## config.mk

```make
export PLATFORM = sky130hd
export DESIGN_NAME = spi_controller
export DESIGN_NICKNAME = d
export VERILOG_FILES = /design/src/rtl/spi_controller.sv
export SDC_FILE = /design/constraint.sdc
export NUM_CORES = 1
export LEC_CHECK = 0
export CORE_MARGIN = 8
export CORE_UTILIZATION = 57
export CTS_BUF_LIST = sky130_fd_sc_hd__clkbuf_8
export DETAILED_ROUTE_END_ITERATION = 7
export GPL_ROUTABILITY_DRIVEN = 0
export GPL_TIMING_DRIVEN = 0
export PLACE_DENSITY = 0.82
export SETUP_SLACK_MARGIN = 0.15
export SLEW_MARGIN = 10
export SYNTH_ARGS = -nofsm -noshare
export SYNTH_HDL_FRONTEND = slang
export SYNTH_SLANG_ARGS = --single-unit
```

## constraint.sdc

```tcl
create_clock -name clk -period 3.2 [get_ports clk]
set_clock_uncertainty 0.2 [all_clocks]
set_input_delay 0.8 -clock clk [delete_from_list [all_inputs] [get_ports clk]]
set_output_delay 0.8 -clock clk [all_outputs]
set_load 0.01 [all_outputs]
```

## src/rtl/spi_controller.sv

```systemverilog
// SPI mode-0 controller producing 16-bit [R/W][ADDR 7b][DATA 8b] frames, MSB first,
// with trailing hold and nCS-high gap; captures CIPO during the data byte.
module spi_controller #(
  parameter int CLK_DIV = 4
) (
  input  logic       clk,
  input  logic       rst,
  input  logic       start,
  input  logic       rw,
  input  logic [6:0] addr,
  input  logic [7:0] wdata,
  output logic       busy,
  output logic       done,
  output logic [7:0] rdata,
  output logic       nCS,
  output logic       SCLK,
  output logic       COPI,
  input  logic       CIPO
);

  typedef enum logic [1:0] {IDLE, SHIFT, HOLD, GAP} state_t;

  localparam logic [7:0] DIV_LAST = 8'(CLK_DIV - 1);

  state_t      state_r, state_nxt_s;
  logic [7:0]  div_cnt_r, div_cnt_nxt_s;
  logic [3:0]  bit_cnt_r, bit_cnt_nxt_s;
  logic [15:0] shift_r, shift_nxt_s;
  logic [7:0]  cap_r, cap_nxt_s;
  logic [7:0]  rdata_r, rdata_nxt_s;
  logic        busy_r, busy_nxt_s;
  logic        done_r, done_nxt_s;
  logic        ncs_r, ncs_nxt_s;
  logic        sclk_r, sclk_nxt_s;
  logic        copi_r, copi_nxt_s;
  logic        div_wrap_s;

  assign div_wrap_s = (div_cnt_r == DIV_LAST);

  // Next-state and next-output logic; every output is registered from these values.
  always_comb begin
    state_nxt_s   = state_r;
    div_cnt_nxt_s = div_cnt_r;
    bit_cnt_nxt_s = bit_cnt_r;
    shift_nxt_s   = shift_r;
    cap_nxt_s     = cap_r;
    rdata_nxt_s   = rdata_r;
    busy_nxt_s    = busy_r;
    done_nxt_s    = 1'b0;
    ncs_nxt_s     = ncs_r;
    sclk_nxt_s    = sclk_r;
    copi_nxt_s    = copi_r;

    case (state_r)
      IDLE: begin
        if (start) begin
          state_nxt_s   = SHIFT;
          shift_nxt_s   = {rw, addr, wdata};
          copi_nxt_s    = rw;
          ncs_nxt_s     = 1'b0;
          sclk_nxt_s    = 1'b0;
          busy_nxt_s    = 1'b1;
          div_cnt_nxt_s = 8'd0;
          bit_cnt_nxt_s = 4'd15;
        end else begin
          state_nxt_s = IDLE;
        end
      end

      SHIFT: begin
        if (!div_wrap_s) begin
          div_cnt_nxt_s = div_cnt_r + 8'd1;
        end else begin
          div_cnt_nxt_s = 8'd0;
          if (!sclk_r) begin
            sclk_nxt_s = 1'b1;
          end else begin
            // Last cycle of the high phase: sample CIPO, then fall and advance COPI.
            sclk_nxt_s = 1'b0;
            if (bit_cnt_r <= 4'd7) begin
              cap_nxt_s = {cap_r[6:0], CIPO};
            end else begin
              cap_nxt_s = cap_r;
            end
            if (bit_cnt_r == 4'd0) begin
              state_nxt_s = HOLD;
            end else begin
              bit_cnt_nxt_s = bit_cnt_r - 4'd1;
              shift_nxt_s   = {shift_r[14:0], 1'b0};
              copi_nxt_s    = shift_r[14];
            end
          end
        end
      end

      HOLD: begin
        if (!div_wrap_s) begin
          div_cnt_nxt_s = div_cnt_r + 8'd1;
        end else begin
          div_cnt_nxt_s = 8'd0;
          bit_cnt_nxt_s = 4'd1;
          ncs_nxt_s     = 1'b1;
          copi_nxt_s    = 1'b0;
          state_nxt_s   = GAP;
        end
      end

      GAP: begin
        // Two half-period passes, tracked by the otherwise idle bit counter.
        if (!div_wrap_s) begin
          div_cnt_nxt_s = div_cnt_r + 8'd1;
        end else begin
          div_cnt_nxt_s = 8'd0;
          if (bit_cnt_r != 4'd0) begin
            bit_cnt_nxt_s = bit_cnt_r - 4'd1;
          end else begin
            state_nxt_s = IDLE;
            busy_nxt_s  = 1'b0;
            done_nxt_s  = 1'b1;
            rdata_nxt_s = cap_r;
          end
        end
      end

      default: begin
        state_nxt_s   = IDLE;
        div_cnt_nxt_s = 8'd0;
        bit_cnt_nxt_s = 4'd0;
        busy_nxt_s    = 1'b0;
        ncs_nxt_s     = 1'b1;
        sclk_nxt_s    = 1'b0;
        copi_nxt_s    = 1'b0;
      end
    endcase
  end

  // State, counter and output registers.
  always_ff @(posedge clk or posedge rst) begin
    if (rst) begin
      state_r   <= IDLE;
      div_cnt_r <= 8'd0;
      bit_cnt_r <= 4'd0;
      shift_r   <= 16'h0000;
      cap_r     <= 8'h00;
      rdata_r   <= 8'h00;
      busy_r    <= 1'b0;
      done_r    <= 1'b0;
      ncs_r     <= 1'b1;
      sclk_r    <= 1'b0;
      copi_r    <= 1'b0;
    end else begin
      state_r   <= state_nxt_s;
      div_cnt_r <= div_cnt_nxt_s;
      bit_cnt_r <= bit_cnt_nxt_s;
      shift_r   <= shift_nxt_s;
      cap_r     <= cap_nxt_s;
      rdata_r   <= rdata_nxt_s;
      busy_r    <= busy_nxt_s;
      done_r    <= done_nxt_s;
      ncs_r     <= ncs_nxt_s;
      sclk_r    <= sclk_nxt_s;
      copi_r    <= copi_nxt_s;
    end
  end

  assign busy  = busy_r;
  assign done  = done_r;
  assign rdata = rdata_r;
  assign nCS   = ncs_r;
  assign SCLK  = sclk_r;
  assign COPI  = copi_r;

endmodule

```

=== Word level (Yosys, flattened, before mapping) ===
Cells that the tools add are included.

* Add/subtract/negate cells: 2
* Multipliers: 0
* Divide/modulo/power cells: 0
* Magnitude comparators: 1
* Equal/unequal tests: 13
* Shift operators: 0
* Mux-type cells: 43
* Bitwise gates (word level): 1
* Reduce and logical (&&, ||, !) cells: 17

{| class="wikitable"
|+ Operator list
! operator !! count
|-
| $mux 15 || 4
|-
| $pmux 15 s2 || 1
|-
| $mux 4 || 7
|-
| $ne 2x2->1 const B || 9
|-
| $mux 1 || 16
|-
| $mux 8 || 2
|-
| $pmux 4 s4 || 1
|-
| $pmux 8 s2 || 1
|-
| $mux 2 || 6
|-
| $reduce_and 6->1 || 2
|-
| $reduce_and 3->1 || 3
|-
| $add 8x1->8 const B || 1
|-
| $eq 8x2->1 const B || 1
|-
| $pmux 2 s4 || 1
|-
| $reduce_and 4->1 || 2
|-
| $reduce_and 7->1 || 1
|-
| $pmux 1 s2 || 3
|-
| $reduce_bool 2->1 || 3
|-
| $reduce_and 5->1 || 1
|-
| $eq 2x2->1 const B || 2
|-
| $le 4x3->1 const B || 1
|-
| $logic_not 4->1 || 1
|-
| $reduce_bool 4->1 || 1
|-
| $sub 4x1->4 const B || 1
|-
| 6 further kinds || 6
|}

* Flip-flop bits (word level): 50
* Latch bits: 0
* Memory bits (writable): 0
* ROM bits: 0
* Bits of input ports: 20
* Output and inout port bits: 13
* Word-level logic and storage cells: 88
* Memories kept: 0

=== Depth between registers and ports, before layout ===
* Depth in word-level cells: 5
* Gate-level depth with buffers: 8
* Depth with buffers taken out: 6

=== Least setup slack after synthesis ===
Ideal clock, no wire load.

* Path type: register -> register
* Start: reg state_r[0]
* End: reg bit_cnt_r[0]
* Setup time: 0.125 ns
* Arrival: 2.190 ns
* Data required time: 2.875 ns
* Setup slack: 0.685 ns
* Cell stages (with the launch flop): 9
* Path buffers: 2
* Period minus slack after synthesis: 2.515 ns
* Path through: dfrtp_1 clkbuf_1 inv_1 ha_1 nor2b_1 clkbuf_1 or2_2 nor3_2 mux2_2

* Longest elaborated chain between the ends: 3
* Elaborated cells on any way between the ends: 13
* Those cells by class: eq/ne (10); mux (1); reduce/logical (2)

{| class="wikitable"
|+ Ends and longest elaborated chain
! item !! line !! text
|-
| start, declared || 25 || <nowiki>state_t state_r, state_nxt_s;</nowiki>
|-
| start signal, assigned || 152 || <nowiki>state_r <= state_nxt_s;</nowiki>
|-
| $eq 2x2->1, or another cell as far along || 54 || <nowiki>case (state_r)</nowiki>
|-
| $ne 2x2->1 (no source line) || -- ||
|-
| $reduce_and 7->1 (no source line) || -- ||
|-
| end signal, assigned || 154 || <nowiki>bit_cnt_r <= bit_cnt_nxt_s;</nowiki>
|-
| end, declared || 27 || <nowiki>logic [3:0] bit_cnt_r, bit_cnt_nxt_s;</nowiki>
|}

Several ways; a longest one is shown, not always the timed one.
A chain may end at the register's enable or synchronous reset.

=== Worst setup path after layout ===
* Start: in start
* End: reg shift_r[3]

* Longest elaborated chain between the ends: 2

{| class="wikitable"
|+ Ends and longest elaborated chain
! item !! line !! text
|-
| start, declared || 8 || <nowiki>input logic start,</nowiki>
|-
| $ne 2x2->1 (no source line) || -- ||
|-
| $reduce_and 5->1 (no source line) || -- ||
|-
| end signal, assigned || 155 || <nowiki>shift_r <= shift_nxt_s;</nowiki>
|-
| end, declared || 28 || <nowiki>logic [15:0] shift_r, shift_nxt_s;</nowiki>
|}

No other way between the ends.

==> summary.md <==
| Metric | Value |
|---|---|
| Outcome | `finished clean` |
| Cell area after synthesis | `2500 sq um` |
| WL/cell | `approximately 15 microns` |
| Cell count of the worst reg-to-reg path | `9` |
| Buffer cell driving the clock tree root | `sky130_fd_sc_hd__clkbuf_8` |
| Standard-cell row count | `24` |
| Number of instances in the synthesized netlist | `between 200 and 250` |
| Number of DRC violations after detailed-routing iteration 0 | `between 100 and 150` |
| Placeable Area | `4290 sq um` |
| Final max-slew violation count | `0` |
| M1 GR Usage | `around a fifth` |
| Share of cells above drive strength 1 | `29.2%` |
| Total Die Area | `6760 sq um` |
| Maximum buffer depth of the clock tree | `2` |
| Vias in the first global route | `1,732` |
| Total number of H-tree levels | `2` |
| Drt first pass iters | `4` |
| Slew margin rel. | `about half` |
| CP Capture Type | `register` |
| Final number of setup-violating endpoints | `0` |
| Worst hold slack | `0.279 ns` |
| Worst Min Path Start | `nCS` |
| I/O Buffers | `32` |
| TritonCTS sink count | `50` |
| Average cell area after synthesis | `12.1 sq um` |
| Setup TNS after final layout | `0 ns` |
| Min-Delay Path Class | `reg -> reg` |
| Worst Path Arrival | `2.79 ns` |
| Maximum VDD drop | `0.524 mV` |
| Distinct cell type count after synthesis | `36` |
| Overall power consumption | `2.41 mW` |
| Fraction of the yosys area taken by sequential cells | `about half` |
| Maximum Capacitance Violations | `0` |
| Number of instances on the worst hold path | `2` |
| Filler cells | `313` |
| I/O pins | `33` |
| Nets@finish | `275` |
| Via count of the routed design | `1,718` |
| Achievable Freq | `358 MHz` |
| Slew at the pin with the worst max-slew slack | `0.758 ns` |
| HPWL Detailed | `3.36 mm` |
| Leakage power figure | `between 1 and 1.5 nW` |
| Required time of the worst setup path | `3.20 ns` |
| Grt peak-use layer | `met2` |
| Clock-pin slew on the worst setup and hold paths | `approximately 0.09 ns` |
| Power per Cell Area | `795 nW/um^2` |
| Grt met2 use | `23.0%` |
| DRT Wirelength | `approximately 4.6 mm` |
| Clock latency at the later pin of the worst-skew pair | `0.30 ns` |
| CTS Buf Count | `5` |
| Overall die height | `~82 microns` |
| Number of antenna diodes | `0` |
| Number of antenna violations at the first check in global routing | `0` |
| Post-Synthesis Net Count | `232` |
| Antenna-violating nets left | `0` |
| Pin count of the biggest net entering global routing | `28` |
| Clock tree from TritonCTS | `yes` |
| Starting density of the core | `58.2%` |
| Pre-CTS setup slack | `0.0270 ns` |
| Via-per-instance ratio | `5.69` |
| Aggregate global routing overflow | `0` |
| Post-synthesis sequential element count | `50` |
| Final Hold Viols | `0` |
| Wire length of the first global-routing pass | `7.94 mm` |
| Count of warnings emitted by yosys | `0` |
| Setup repair after global routing missed its margin | `false` |
| Floorplan die width | `82.2 microns` |
| Endpoint of the worst-slack reg-to-reg timing path | `shift_r[3]` |
| Startpoint types | `input port` |
| CP Class | `in -> reg` |
| CP max FO | `10` |
| Met3 Use GR | `approximately 5.2%` |
| Share of the clock period used by the worst path | `between 80% and 90%` |
| Final period demand of the worst path | `between 2 and 3 ns` |
| R2R setup slack | `0.45 ns` |
| Residual DRC | `0` |
| Launch point of the worst reg-to-reg path | `state_r[0]` |
| Worst min-delay path endpoint | `nCS` |
| Global routing usage summed across all routing layers | `around 15%` |
| PnR worst setup slack | `0.409 ns` |
| Syn-to-layout area delta | `21.1%` |
layer usage:
metal / up-vias / routed length, microns
met5: - / 0
li1: 830 / -
met4: 0 / 46
met2: 35 / 2210
met1: 848 / 2110
met3: 5 / 236
cell families after synthesis:
| group | count (synthesis) | synth area share [%] |
|---|---|---|
| multiplexers | 52 | 23.3 |
| flip-flops | 50 | 50.1 |
| AND/OR/NAND/NOR | 46 | 11.1 |
| AO/OA/AOI/OAI | 34 | 9.41 |
| buffers and inverters | 18 | 3.00 |
| adder cells (fa/ha/maj) | 6 | 3.00 |
synth_stat cells, drive strengths merged:
cell / n / area [sq um]
nand3b: 3 / 22.5
dfstp: 1 / 26.3
nor2b: 4 / 25.0
a311o: 1 / 10.0
a22o: 3 / 26.3
and2: 3 / 18.8
o21ai: 11 / 55.1
o41ai: 1 / 27.5
mux2i: 2 / 20.0
nor2: 6 / 22.5
clkbuf: 7 / 26.3
a2111oi: 1 / 8.76
nor4b: 1 / 23.8
nand2: 9 / 36.3
nor3: 7 / 50.1
o31ai: 2 / 15.0
and3: 2 / 12.5
nor3b: 1 / 7.51
buf: 2 / 15.0
a31oi: 5 / 31.3
a21oi: 6 / 30.0
o31a: 1 / 8.76
dfrtp: 49 / 1230
mux2: 50 / 563
ha: 6 / 75.1
o21a: 1 / 7.51
inv: 9 / 33.8
nand3: 4 / 20.0
nand4: 1 / 6.26
nand2b: 3 / 18.8
or4: 1 / 7.51
or2: 1 / 6.26
a21o: 2 / 15.0
state kept, by name, summed over array words and instances, names as in the netlist:
| signal | count |
|---|---|
| COPI | 1 |
| SCLK | 1 |
| bit_cnt_r | 4 |
| busy | 1 |
| cap_r | 8 |
| div_cnt_r | 8 |
| done | 1 |
| nCS | 1 |
| rdata | 8 |
| shift_r | 15 |
| state_r | 2 |
placed cells by master, fill, tap and decap left out, types with 2 or more instances in the layout:
| master | n |
|---|---|
| sky130_fd_sc_hd__dfrtp_1 | 49 |
| sky130_fd_sc_hd__buf_4 | 3 |
| sky130_fd_sc_hd__a22o_1 | 3 |
| sky130_fd_sc_hd__a21o_1 | 2 |
| sky130_fd_sc_hd__ha_1 | 6 |
| sky130_fd_sc_hd__clkdlybuf4s50_1 | 32 |
| sky130_fd_sc_hd__nand2b_1 | 3 |
| sky130_fd_sc_hd__and2_1 | 3 |
| sky130_fd_sc_hd__clkbuf_8 | 6 |
| sky130_fd_sc_hd__nor2b_1 | 4 |
| sky130_fd_sc_hd__nor2_1 | 6 |
| sky130_fd_sc_hd__clkbuf_1 | 6 |
| sky130_fd_sc_hd__nand3_1 | 4 |
| sky130_fd_sc_hd__nor3_1 | 4 |
| sky130_fd_sc_hd__inv_1 | 8 |
| sky130_fd_sc_hd__o21ai_0 | 11 |
| sky130_fd_sc_hd__a31oi_1 | 5 |
| sky130_fd_sc_hd__mux2i_1 | 2 |
| sky130_fd_sc_hd__nand3b_1 | 3 |
| sky130_fd_sc_hd__a21oi_1 | 6 |
| sky130_fd_sc_hd__o31ai_1 | 2 |
| sky130_fd_sc_hd__nor3_2 | 3 |
| sky130_fd_sc_hd__nand2_1 | 8 |
| sky130_fd_sc_hd__mux2_2 | 50 |
| sky130_fd_sc_hd__and3_1 | 2 |
worst max-delay path, stage by stage:
cell and delay [ns]:
sky130_fd_sc_hd__clkdlybuf4s50_1 0.54, sky130_fd_sc_hd__nor2b_1 0.06, sky130_fd_sc_hd__clkbuf_1 0.26, sky130_fd_sc_hd__o41ai_4 0.43, sky130_fd_sc_hd__buf_4 0.20, sky130_fd_sc_hd__buf_6 0.15
sky130_fd_sc_hd__mux2_2 0.34
worst max-delay path by stage:
stage,startpoint,end,slack (ns)
2_1_floorplan,state_r[0],bit_cnt_r[0],0.69
3_3_place_gp,rst,div_cnt_r[1],0.03
3_5_place_dp,start,shift_r[14],0.03
4_1_cts,state_r[0],shift_r[3],0.25
5_1_grt,bit_cnt_r[0],busy,0.30
6_report,start,shift_r[3],0.41
timing repair:
| item | 4_1_cts | 5_1_grt |
|---|---|---|
| gates resized for setup | 0 | 2 |
| endpoints found under the setup margin | 0 | 11 |
| hold buffers | 0 | 0 |
| buffers inserted | 0 | 3 |
| hold endpoints to repair | 0 | 0 |
power breakdown:
group / total, mW / switching [mW] / internal (mW)
combinational: 1.04 / 0.497 / 0.546
clock: 0.400 / 0.222 / 0.178
sequential: 0.961 / 0.140 / 0.822
total: 2.41 / 0.859 / 1.55
stage by stage:
step | std cells | utilization (%) | cell area (sq um)
3_5_place_dp | 291 | 67.6 | 2900
6_report | 302 | 70.5 | 3030
2_1_floorplan | 206 | - | 2500
5_1_grt | 302 | 70.5 | 3030
3_3_place_gp | 290 | 67.2 | 2880
4_1_cts | 299 | 69.9 | 3000
layout make-up:
class | instances | area, sq um | area share [%]
plain buffers | 9 | 42.5 | 1.41
clock buffers | 6 | 82.6 | 2.73
clock inverters | 2 | 16.3 | 0.537
inverters | 9 | 33.8 | 1.12
multi-input cells | 138 | 1170 | 38.7
flip-flops and latches | 50 | 1250 | 41.4
well taps | 52 | 65.1 | 2.15
repair buffers | 36 | 363 | 12.0
Power figures use the tool's default switching activity.
